===== config.mk =====
export PLATFORM = sky130hd
export DESIGN_NAME = simon_encrypt_controller
export DESIGN_NICKNAME = d
export VERILOG_FILES = /design/src/rtl/simon_pkg.sv /design/src/rtl/SIMON_iterative_cipher_core.sv /design/src/rtl/simon_encrypt_controller.sv
export SDC_FILE = /design/constraint.sdc
export NUM_CORES = 1
export LEC_CHECK = 0
export BUFFER_PORTS_ARGS = -buffer_cell sky130_fd_sc_hd__buf_2
export CAP_MARGIN = 20
export CORE_MARGIN = 10
export CORE_UTILIZATION = 57
export CTS_CLUSTER_DIAMETER = 100
export DETAILED_ROUTE_END_ITERATION = 7
export PLACE_DENSITY = 0.85
export SLEW_MARGIN = 10
export SYNTH_ARGS = -nofsm -noshare
export SYNTH_HDL_FRONTEND = slang
export SYNTH_SLANG_ARGS = --single-unit

===== constraint.sdc =====
create_clock -name clk -period 10.9 [get_ports clk]
set_input_delay 3.27 -clock clk [delete_from_list [all_inputs] [get_ports clk]]
set_output_delay 3.27 -clock clk [all_outputs]
set_load 0.01 [all_outputs]

===== src/rtl/simon_pkg.sv =====
// Shared types and constants for the Simon32/64 encryption controller and its core.
package simon_pkg;

  localparam int BLOCK_W        = 32;
  localparam int KEY_W          = 64;
  localparam int CNT_W          = 5;
  localparam int WORD_W         = BLOCK_W / 2;
  localparam int NUM_ROUNDS_DEF = 32;

  // First 32 bits of the z0 constant sequence, element 0 leftmost.
  localparam logic [0:31] Z0_SEQ = 32'b11111010001001010110000111001101;

  typedef enum logic [2:0] {
    ST_IDLE,
    ST_LOAD,
    ST_RUN,
    ST_CAPTURE,
    ST_DONE
  } state_e;

  // Simon round function f(x) = (x<<<1 & x<<<8) ^ x<<<2.
  function automatic logic [WORD_W-1:0] simon_f(input logic [WORD_W-1:0] x);
    return ({x[14:0], x[15]} & {x[7:0], x[15:8]}) ^ {x[13:0], x[15:14]};
  endfunction

endpackage


===== src/rtl/SIMON_iterative_cipher_core.sv =====
// One Simon32/64 round per clock with an on-the-fly key schedule; load seeds block and key.
module SIMON_iterative_cipher_core
  import simon_pkg::*;
(
  input  logic               clk,
  input  logic               rst,
  input  logic               load,
  input  logic [BLOCK_W-1:0] block_i,
  input  logic [KEY_W-1:0]   key_i,
  input  logic [CNT_W-1:0]   count_i,
  output logic [BLOCK_W-1:0] block_o
);

  logic [WORD_W-1:0]      x_q, x_d, y_q, y_d;
  logic [3:0][WORD_W-1:0] k_q, k_d;
  logic [WORD_W-1:0]      ks_t0, ks_t1, k_new;

  // k_q[0] is the current round key; k_new extends the schedule by one word (index count_i + 4).
  assign ks_t0 = {k_q[3][2:0], k_q[3][15:3]} ^ k_q[1];
  assign ks_t1 = ks_t0 ^ {ks_t0[0], ks_t0[15:1]};
  assign k_new = ~k_q[0] ^ ks_t1 ^ 16'h0003 ^ {15'b0, Z0_SEQ[count_i]};

  always_comb begin
    x_d = x_q;
    y_d = y_q;
    k_d = k_q;
    if (load) begin
      x_d = block_i[31:16];
      y_d = block_i[15:0];
      k_d = key_i;
    end else begin
      x_d = y_q ^ simon_f(x_q) ^ k_q[0];
      y_d = x_q;
      k_d = {k_new, k_q[3], k_q[2], k_q[1]};
    end
  end

  always_ff @(posedge clk or posedge rst) begin
    if (rst) begin
      x_q <= '0;
      y_q <= '0;
      k_q <= '0;
    end else begin
      x_q <= x_d;
      y_q <= y_d;
      k_q <= k_d;
    end
  end

  assign block_o = {x_q, y_q};

endmodule


===== src/rtl/simon_encrypt_controller.sv =====
// Valid/ready wrapper sequencing one Simon32/64 encryption through the iterative core.
module simon_encrypt_controller
  import simon_pkg::*;
#(
  parameter int NUM_ROUNDS = NUM_ROUNDS_DEF,
  parameter int OPCNT_W    = 16
) (
  input  logic               clk,
  input  logic               rst,
  input  logic               in_valid,
  output logic               in_ready,
  input  logic [BLOCK_W-1:0] plaintext,
  input  logic [KEY_W-1:0]   key,
  output logic               out_valid,
  input  logic               out_ready,
  output logic [BLOCK_W-1:0] ciphertext,
  output logic               busy,
  output logic [OPCNT_W-1:0] op_count
);

  localparam logic [CNT_W-1:0] LAST_ROUND = CNT_W'(NUM_ROUNDS - 1);

  state_e             state_q, state_d;
  logic [CNT_W-1:0]   round_q, round_d;
  logic [BLOCK_W-1:0] pt_q, pt_d;
  logic [KEY_W-1:0]   key_q, key_d;
  logic [BLOCK_W-1:0] ct_q, ct_d;
  logic [OPCNT_W-1:0] opcnt_q, opcnt_d;
  logic               out_valid_q, out_valid_d;
  logic               core_load;
  logic [CNT_W-1:0]   core_count;
  logic [BLOCK_W-1:0] core_block;

  always_comb begin
    state_d     = state_q;
    round_d     = round_q;
    pt_d        = pt_q;
    key_d       = key_q;
    ct_d        = ct_q;
    opcnt_d     = opcnt_q;
    out_valid_d = out_valid_q;
    core_load   = 1'b0;
    core_count  = '0;
    unique case (state_q)
      ST_IDLE: begin
        if (in_valid) begin
          pt_d    = plaintext;
          key_d   = key;
          state_d = ST_LOAD;
        end
      end
      ST_LOAD: begin
        core_load = 1'b1;
        round_d   = '0;
        state_d   = ST_RUN;
      end
      ST_RUN: begin
        core_count = round_q;
        // Counter parks at the last round rather than wrapping.
        if (round_q == LAST_ROUND) state_d = ST_CAPTURE;
        else                       round_d = round_q + CNT_W'(1);
      end
      ST_CAPTURE: begin
        ct_d        = core_block;
        out_valid_d = 1'b1;
        state_d     = ST_DONE;
      end
      ST_DONE: begin
        if (out_ready) begin
          out_valid_d = 1'b0;
          opcnt_d     = opcnt_q + OPCNT_W'(1);
          state_d     = ST_IDLE;
        end
      end
      default: state_d = ST_IDLE;
    endcase
  end

  always_ff @(posedge clk or posedge rst) begin
    if (rst) begin
      state_q     <= ST_IDLE;
      round_q     <= '0;
      pt_q        <= '0;
      key_q       <= '0;
      ct_q        <= '0;
      opcnt_q     <= '0;
      out_valid_q <= 1'b0;
    end else begin
      state_q     <= state_d;
      round_q     <= round_d;
      pt_q        <= pt_d;
      key_q       <= key_d;
      ct_q        <= ct_d;
      opcnt_q     <= opcnt_d;
      out_valid_q <= out_valid_d;
    end
  end

  SIMON_iterative_cipher_core u_core (
    .clk     (clk),
    .rst     (rst),
    .load    (core_load),
    .block_i (pt_q),
    .key_i   (key_q),
    .count_i (core_count),
    .block_o (core_block)
  );

  assign in_ready   = (state_q == ST_IDLE);
  assign busy       = (state_q != ST_IDLE);
  assign out_valid  = out_valid_q;
  assign ciphertext = ct_q;
  assign op_count   = opcnt_q;

endmodule


==> results_dict.tcl, run 1 <==
set metrics [dict create \
    post_synth_instance_area_um2 10600 \
    hold_startpoint "u_core.k_q[37]" \
    chip_height_um 156 \
    share_of_the_synthesized_area_in_compound_gates_ao_oa_aoi_oai_pct 2.14 \
    timing.rr.end "key_q[28]" \
    outcome "complete, no violations" \
    cap_violations 0 \
    drive_gt1_share_pct 32.3 \
    achievable-frequency_mhz 206 \
    drc_errors 0 \
    cts-hold-fix-buffers 0 \
    top_layer_used "met4" \
    post_synthesis_share_of_cell_area_spent_on_xor_and_xnor_gates_pct 9.49 \
    finalSetupViolations 0 \
    cts_setup_buffers 0 \
    flip_flop_and_latch_count_after_synthesis 249 \
    power.density_nw_per_um2 357 \
    ys_async_sr_fraction_pct 100 \
    critPathRequiredTime_ps 11280 \
    wl_met3_mm 1.36 \
    number_of_drc_markers_in_iteration_0 473 \
    synth.mux.area_fraction_pct 15.3 \
    netlist-cell-type-count 39 \
    clkSlewWorstSetupHoldPaths_ps 70 \
    drt_wl_total_mm 23.3 \
    final.setup_skew_ps 10.9 \
    power.total_mw 4.37 \
    crit_path_start_kind "primary input" \
    worst_skew_pair_latency_ps 510 \
    number_of_buffers_added_by_the_clock_tree_synthesis_step 25 \
    fillerInstances 1352 \
    total_leakage_power_nw 5.90 \
    rows 49 \
    gr-usage-all-layers_pct 19.0 \
    reg_to_reg_critical_path_startpoint "state_q[1]" \
    holdPathEnd "u_core.k_q[21]" \
    final.min_clock_period_ps 4850 \
    final_cell_mix "dfrtp_1 (249), nand2_1 (225), buf_2 (150)" \
    gr-total-overflow 0 \
    detailedPlacementHpwl_mm 16.0 \
    timing.critical_path.to_type "flip-flop" \
    route.detailed.wl_per_inst_um 18.4 \
    synthesis.yosys.warnings 0 \
    totalNegativeSetupSlack_ps 0 \
    synth_seq_area_share_pct 58.9 \
    placement.io_buffers 150 \
    antenna_found_initial 0 \
    postSynthAreaPerCell_um2 12.1 \
    timing.hold.worst.class "flip-flop to flip-flop" \
    routedLengthMet1_mm 10.3 \
    primary_flip_flop_cell_chosen_by_synthesis_mapping "dfrtp_1" \
    overall_die_area_um2 24400 \
    numClockSinks 249 \
    grt_first_pass_wirelength_mm 37.6 \
    floorplan.initialDensity_pct 58.3 \
    synth_nets 976 \
    critPathArrivalTime_ps 5230 \
    detailroute.via_count 6703 \
    maxSlewHeadroom_pct 34.8 \
    cts-resized-gates 0 \
    timing.hold.worst_path_depth 2 \
    vdd_drop_max_mv 0.228 \
    clock-root-buffer "clkbuf_16" \
    routed_via_density 5.31 \
    finalCritPeriodShare_pct 44.5 \
    slew_violations 0 \
    synth_top_family_by_area "multiplexers" \
    worst-slew-pin-transition_ps 978 \
    syn_inst 873 \
    crit_path_max_fanout 51 \
    clock_tree.htree_level_count 1 \
    drtAntennaViolNets 0 \
    number_of_global_route_vias_before_repair 7167 \
    met2_length_mm 11.1 \
    cts_tree "built" \
    number_of_synthesized_flops_with_an_enable_pin 0 \
    final_hold_viol_count 0 \
    max_clock_buf_depth 3 \
    gp_congestion 0.812 \
    dr.pass1.iters 5 \
    synth_simple_gate_area_share_pct 11.1 \
    worst-r2r-cell-count 5 \
    mostFrequentLayoutCell "dfrtp_1" \
    grt_max_degree 100 \
    crit_type "primary input to flip-flop" \
    sequential_cell_area_um2 6230 \
    post_synth_fa_ha_maj_area_fraction_pct 0.355 \
    multi_input_area_um2 4080 \
    setup_repair_after_global_routing_missed_its_margin "false" \
    pin_count 151 \
    layout.nets 1118 \
    r2r_slack_ps 7950 \
    core_um2 18100 \
    area.growth.synth_to_final_pct 15.5 \
    antennaDiodeCount 0 \
    fp.dieW_um 156 \
]
-- layout make-up --
class                      instances  share of cell area [%]
multi-input combinational        580                    33.4
timing repair buffer             156                    6.51
inverter                           3                   0.154
clock inverter                     6                   0.297
tap                              229                    2.34
sequential                       249                    51.0
clock buffer                      39                    6.37
-- sequential cells by signal, summed over array words and instances, names as in the netlist --
| signal | cells |
|---|---|
| u_core.k_q | 64 |
| op_count | 16 |
| state_q | 3 |
| key_q | 64 |
| pt_q | 32 |
| round_q | 5 |
| out_valid | 1 |
| u_core.x_q | 16 |
| ciphertext | 32 |
| u_core.y_q | 16 |
-- cells by family after synthesis --
logic type / Yosys count
flops: 249
buf+inv: 44
compound gates: 42
fa+ha+maj: 3
xor+xnor: 113
simple gates: 291
mux: 131
-- routing by layer --
metal | GRT usage (%) | up-vias
met5 | 0 | -
met3 | 3.51 | 37
met2 | 31.2 | 196
li1 | - | 3129
met4 | 4.40 | 0
met1 | 25.7 | 3341
-- metrics by stage --
| stage | instances | area, um^2 | utilization (%) | worst slack, ps | hold slack [ps] |
|---|---|---|---|---|---|
| detailed placement | 1217 | 11400 | 62.9 | 5560 | 432 |
| floorplan | 873 | 10600 | - | 787 | 421 |
| global route | 1262 | 12200 | 67.4 | 5980 | 461 |
| finish | 1262 | 12200 | 67.4 | 6050 | 435 |
| global placement | 1217 | 11400 | 62.9 | 5600 | 427 |
| CTS | 1262 | 12200 | 67.4 | 6030 | 441 |
-- synthesized netlist by cell type (5+ instances only) --
cell      instances  share of area [%]
dfrtp_1         249                 59
nand2_1         225                8.0
mux2_2           89                9.5
xnor2_1          85                7.0
mux2_4           40                5.7
nor2_1           39                1.4
a21oi_1          32                1.5
xor2_1           27                2.2
clkbuf_1         23               0.82
buf_12            5               0.95
buf_4             5               0.35
nand4_1           5               0.30
o21ai_0           5               0.24
-- worst max-delay path, cell delays in order --
cell and delay [ps]:
buf_2 80, and2_4 580, buf_4 750, mux2_2 420
-- power by group --
part / switching [mW] / internal [mW]
combinational: 0.811 / 0.947
sequential: 0.371 / 1.40
clock: 0.346 / 0.490
total: 1.53 / 2.84
-- how the worst max path moves through the flow --
stage | start | end | slack [ps] | depth (start not counted)
floorplan | rst | ciphertext[0] | 790 | 1
global route | state_q[1] | in_ready | 5980 | 3
CTS | state_q[1] | in_ready | 6030 | 3
detailed placement | in_valid | key_q[29] | 5560 | 4
global placement | in_valid | key_q[30] | 5600 | 4
finish | in_valid | key_q[28] | 6050 | 4
(Power assumes the default switching activity.)
==> run 2: changes to the inputs <==
- CORE_UTILIZATION: 57 -> 52
- PLACE_DENSITY: 0.85 -> 0.82
- clock period: 10.9 -> 4.2 ns (I/O delays scaled with it)
==> run 2 against run 1 <==
Against the previous run: sequential share of layout area fell by 0.38 points; count of clock-buffer cells in the layout did not move; core utilization fell by 6.1 points; final cell count rose by 3.4%; via count fell by 0.52%; combinational power rose to 2.6 times the previous value; hold slack improved by 11 ps; non-clock buffer count rose by 2; clock skew rose by 1.2 ps.
==> results_dict.tcl, run 2 (synthesized netlist as in run 1, its figures left out) <==
set metrics [dict create \
    routed_via_density 5.11 \
    dr.pass1.iters 4 \
    crit_type "flip-flop to primary output" \
    grt_first_pass_wirelength_mm 38.4 \
    drtAntennaViolNets 0 \
    final_cell_mix "dfrtp_1 (249), nand2_1 (225), buf_2 (150)" \
    reg_to_reg_critical_path_startpoint "state_q[1]" \
    antennaDiodeCount 0 \
    layout.nets 1121 \
    final.setup_skew_ps 12.1 \
    worst-r2r-cell-count 5 \
    slew_violations 0 \
    met2_length_mm 11.6 \
    core_um2 20100 \
    worst-slew-pin-transition_ps 954 \
    final.min_clock_period_ps 2860 \
    route.detailed.wl_per_inst_um 18.3 \
    chip_height_um 163 \
    r2r_slack_ps 1720 \
    gp_congestion 0.835 \
    sequential_cell_area_um2 6230 \
    worstPathCellList "or3_4 > inv_2 > buf_2" \
    totalNegativeSetupSlack_ps 0 \
    timing.critical_path.slowest_cell_delay_ps 490 \
    fillerInstances 1584 \
    routedLengthMet1_mm 10.4 \
    drc_errors 0 \
    final_hold_viol_count 0 \
    clock-root-buffer "clkbuf_16" \
    critPathArrivalTime_ps 1600 \
    number_of_global_route_vias_before_repair 7112 \
    setup_repair_after_global_routing_missed_its_margin "false" \
    drt_wl_total_mm 23.8 \
    detailedPlacementHpwl_mm 16.5 \
    pin_count 151 \
    cts-resized-gates 0 \
    detailroute.via_count 6668 \
    drive_gt1_share_pct 32.2 \
    fp.dieW_um 163 \
    cts_tree "built" \
    timing.critical_path.to_type "primary output" \
    post-route-util_pct 61.3 \
    critical_path_buffer_and_inverter_count 2 \
    numClockSinks 249 \
    rows 52 \
    vdd_drop_max_mv 0.482 \
    floorplan.initialDensity_pct 52.7 \
    instances_no_fill 1305 \
    placement.io_buffers 150 \
    critPathRequiredTime_ps 2940 \
    timing.hold.worst.class "flip-flop to flip-flop" \
    timing.rr.end "pt_q[27]" \
    power.total_mw 11.4 \
    antenna_found_initial 0 \
    number_of_buffers_added_by_the_clock_tree_synthesis_step 26 \
    worst_skew_pair_latency_ps 520 \
    maxSlewHeadroom_pct 36.4 \
    area.growth.synth_to_final_pct 16.3 \
    overall_die_area_um2 26500 \
    wl_met3_mm 1.35 \
    finalSetupViolations 0 \
    mostFrequentLayoutCell "dfrtp_1" \
    hold_startpoint "u_core.k_q[34]" \
    outcome "complete, no violations" \
    achievable-frequency_mhz 349 \
    multi_input_area_um2 4080 \
    number_of_drc_markers_in_iteration_0 398 \
    cts_setup_buffers 0 \
    cts-hold-fix-buffers 0 \
    crit_path_max_fanout 9 \
    power.density_nw_per_um2 924 \
    crit_path_start_kind "flip-flop" \
    critPathSlowestCell "dfrtp_1" \
    timing.hold.worst_path_depth 2 \
    gr-total-overflow 0 \
    clkSlewWorstSetupHoldPaths_ps 60 \
    finalCritPeriodShare_pct 68.1 \
    worst_hold_slack_after_final_layout_ps 446 \
    total_leakage_power_nw 5.90 \
    largest_registers "key_q: 64 flops, u_core.k_q: 64 flops" \
    top_layer_used "met4" \
    cap_violations 0 \
    dp_cells 1260 \
    holdPathEnd "u_core.k_q[18]" \
    grt_max_degree 135 \
    gr-usage-all-layers_pct 17.9 \
    max_clock_buf_depth 3 \
    cp_top_family "flip-flops" \
    clock_tree.htree_level_count 1 \
]
-- run 2: cell types whose count changed in the layout (fill, tap and decap cells not counted), sizes merged --
cell	delta
clkinvlp	+3
buf	+2
inv	-2
clkinv	-1
-- run 2: area by class of cell --
type	count	area share (%)
tap	270	2.74
sequential	249	50.6
clock buffer	39	6.26
timing repair buffer	158	6.89
clock inverter	6	0.284
inverter	3	0.122
multi-input combinational	580	33.1
-- run 2: worst max path at each step --
stage / start / end / slack [ps] / cells past startpoint
6_report: state_q[1] / in_ready / 1340 / 3
5_1_grt: state_q[1] / in_ready / 1270 / 3
4_1_cts: state_q[1] / in_ready / 1320 / 3
3_5_place_dp: in_valid / pt_q[27] / 1310 / 4
3_3_place_gp: in_valid / pt_q[26] / 1340 / 4
2_1_floorplan: rst / ciphertext[0] / -330 / 1
-- run 2: report_power, final --
group / total, mW / internal (mW) / switching, mW
registers: 4.60 / 3.64 / 0.967
clock network: 2.17 / 1.26 / 0.907
logic: 4.61 / 2.47 / 2.14
total: 11.4 / 7.37 / 4.01
-- run 2: routing by layer --
| metal | track usage, % | up-vias |
|---|---|---|
| li1 | - | 3133 |
| met1 | 24.2 | 3330 |
| met2 | 29.2 | 166 |
| met3 | 3.74 | 39 |
| met4 | 4.02 | 0 |
| met5 | 0 | - |
-- run 2: tightest hold or removal path, cell delays in order, from the launching register on --
cell	delay, ps
dfrtp_1	320
nand2_1	40
nand2_1	50
-- run 2: through the flow --
step	cell area (um^2)	setup slack (ps)
finish	12300	1340
global route	12300	1270
CTS	12300	1320
detailed placement	11500	1310
global placement	11500	1340
floorplan	10600	-334
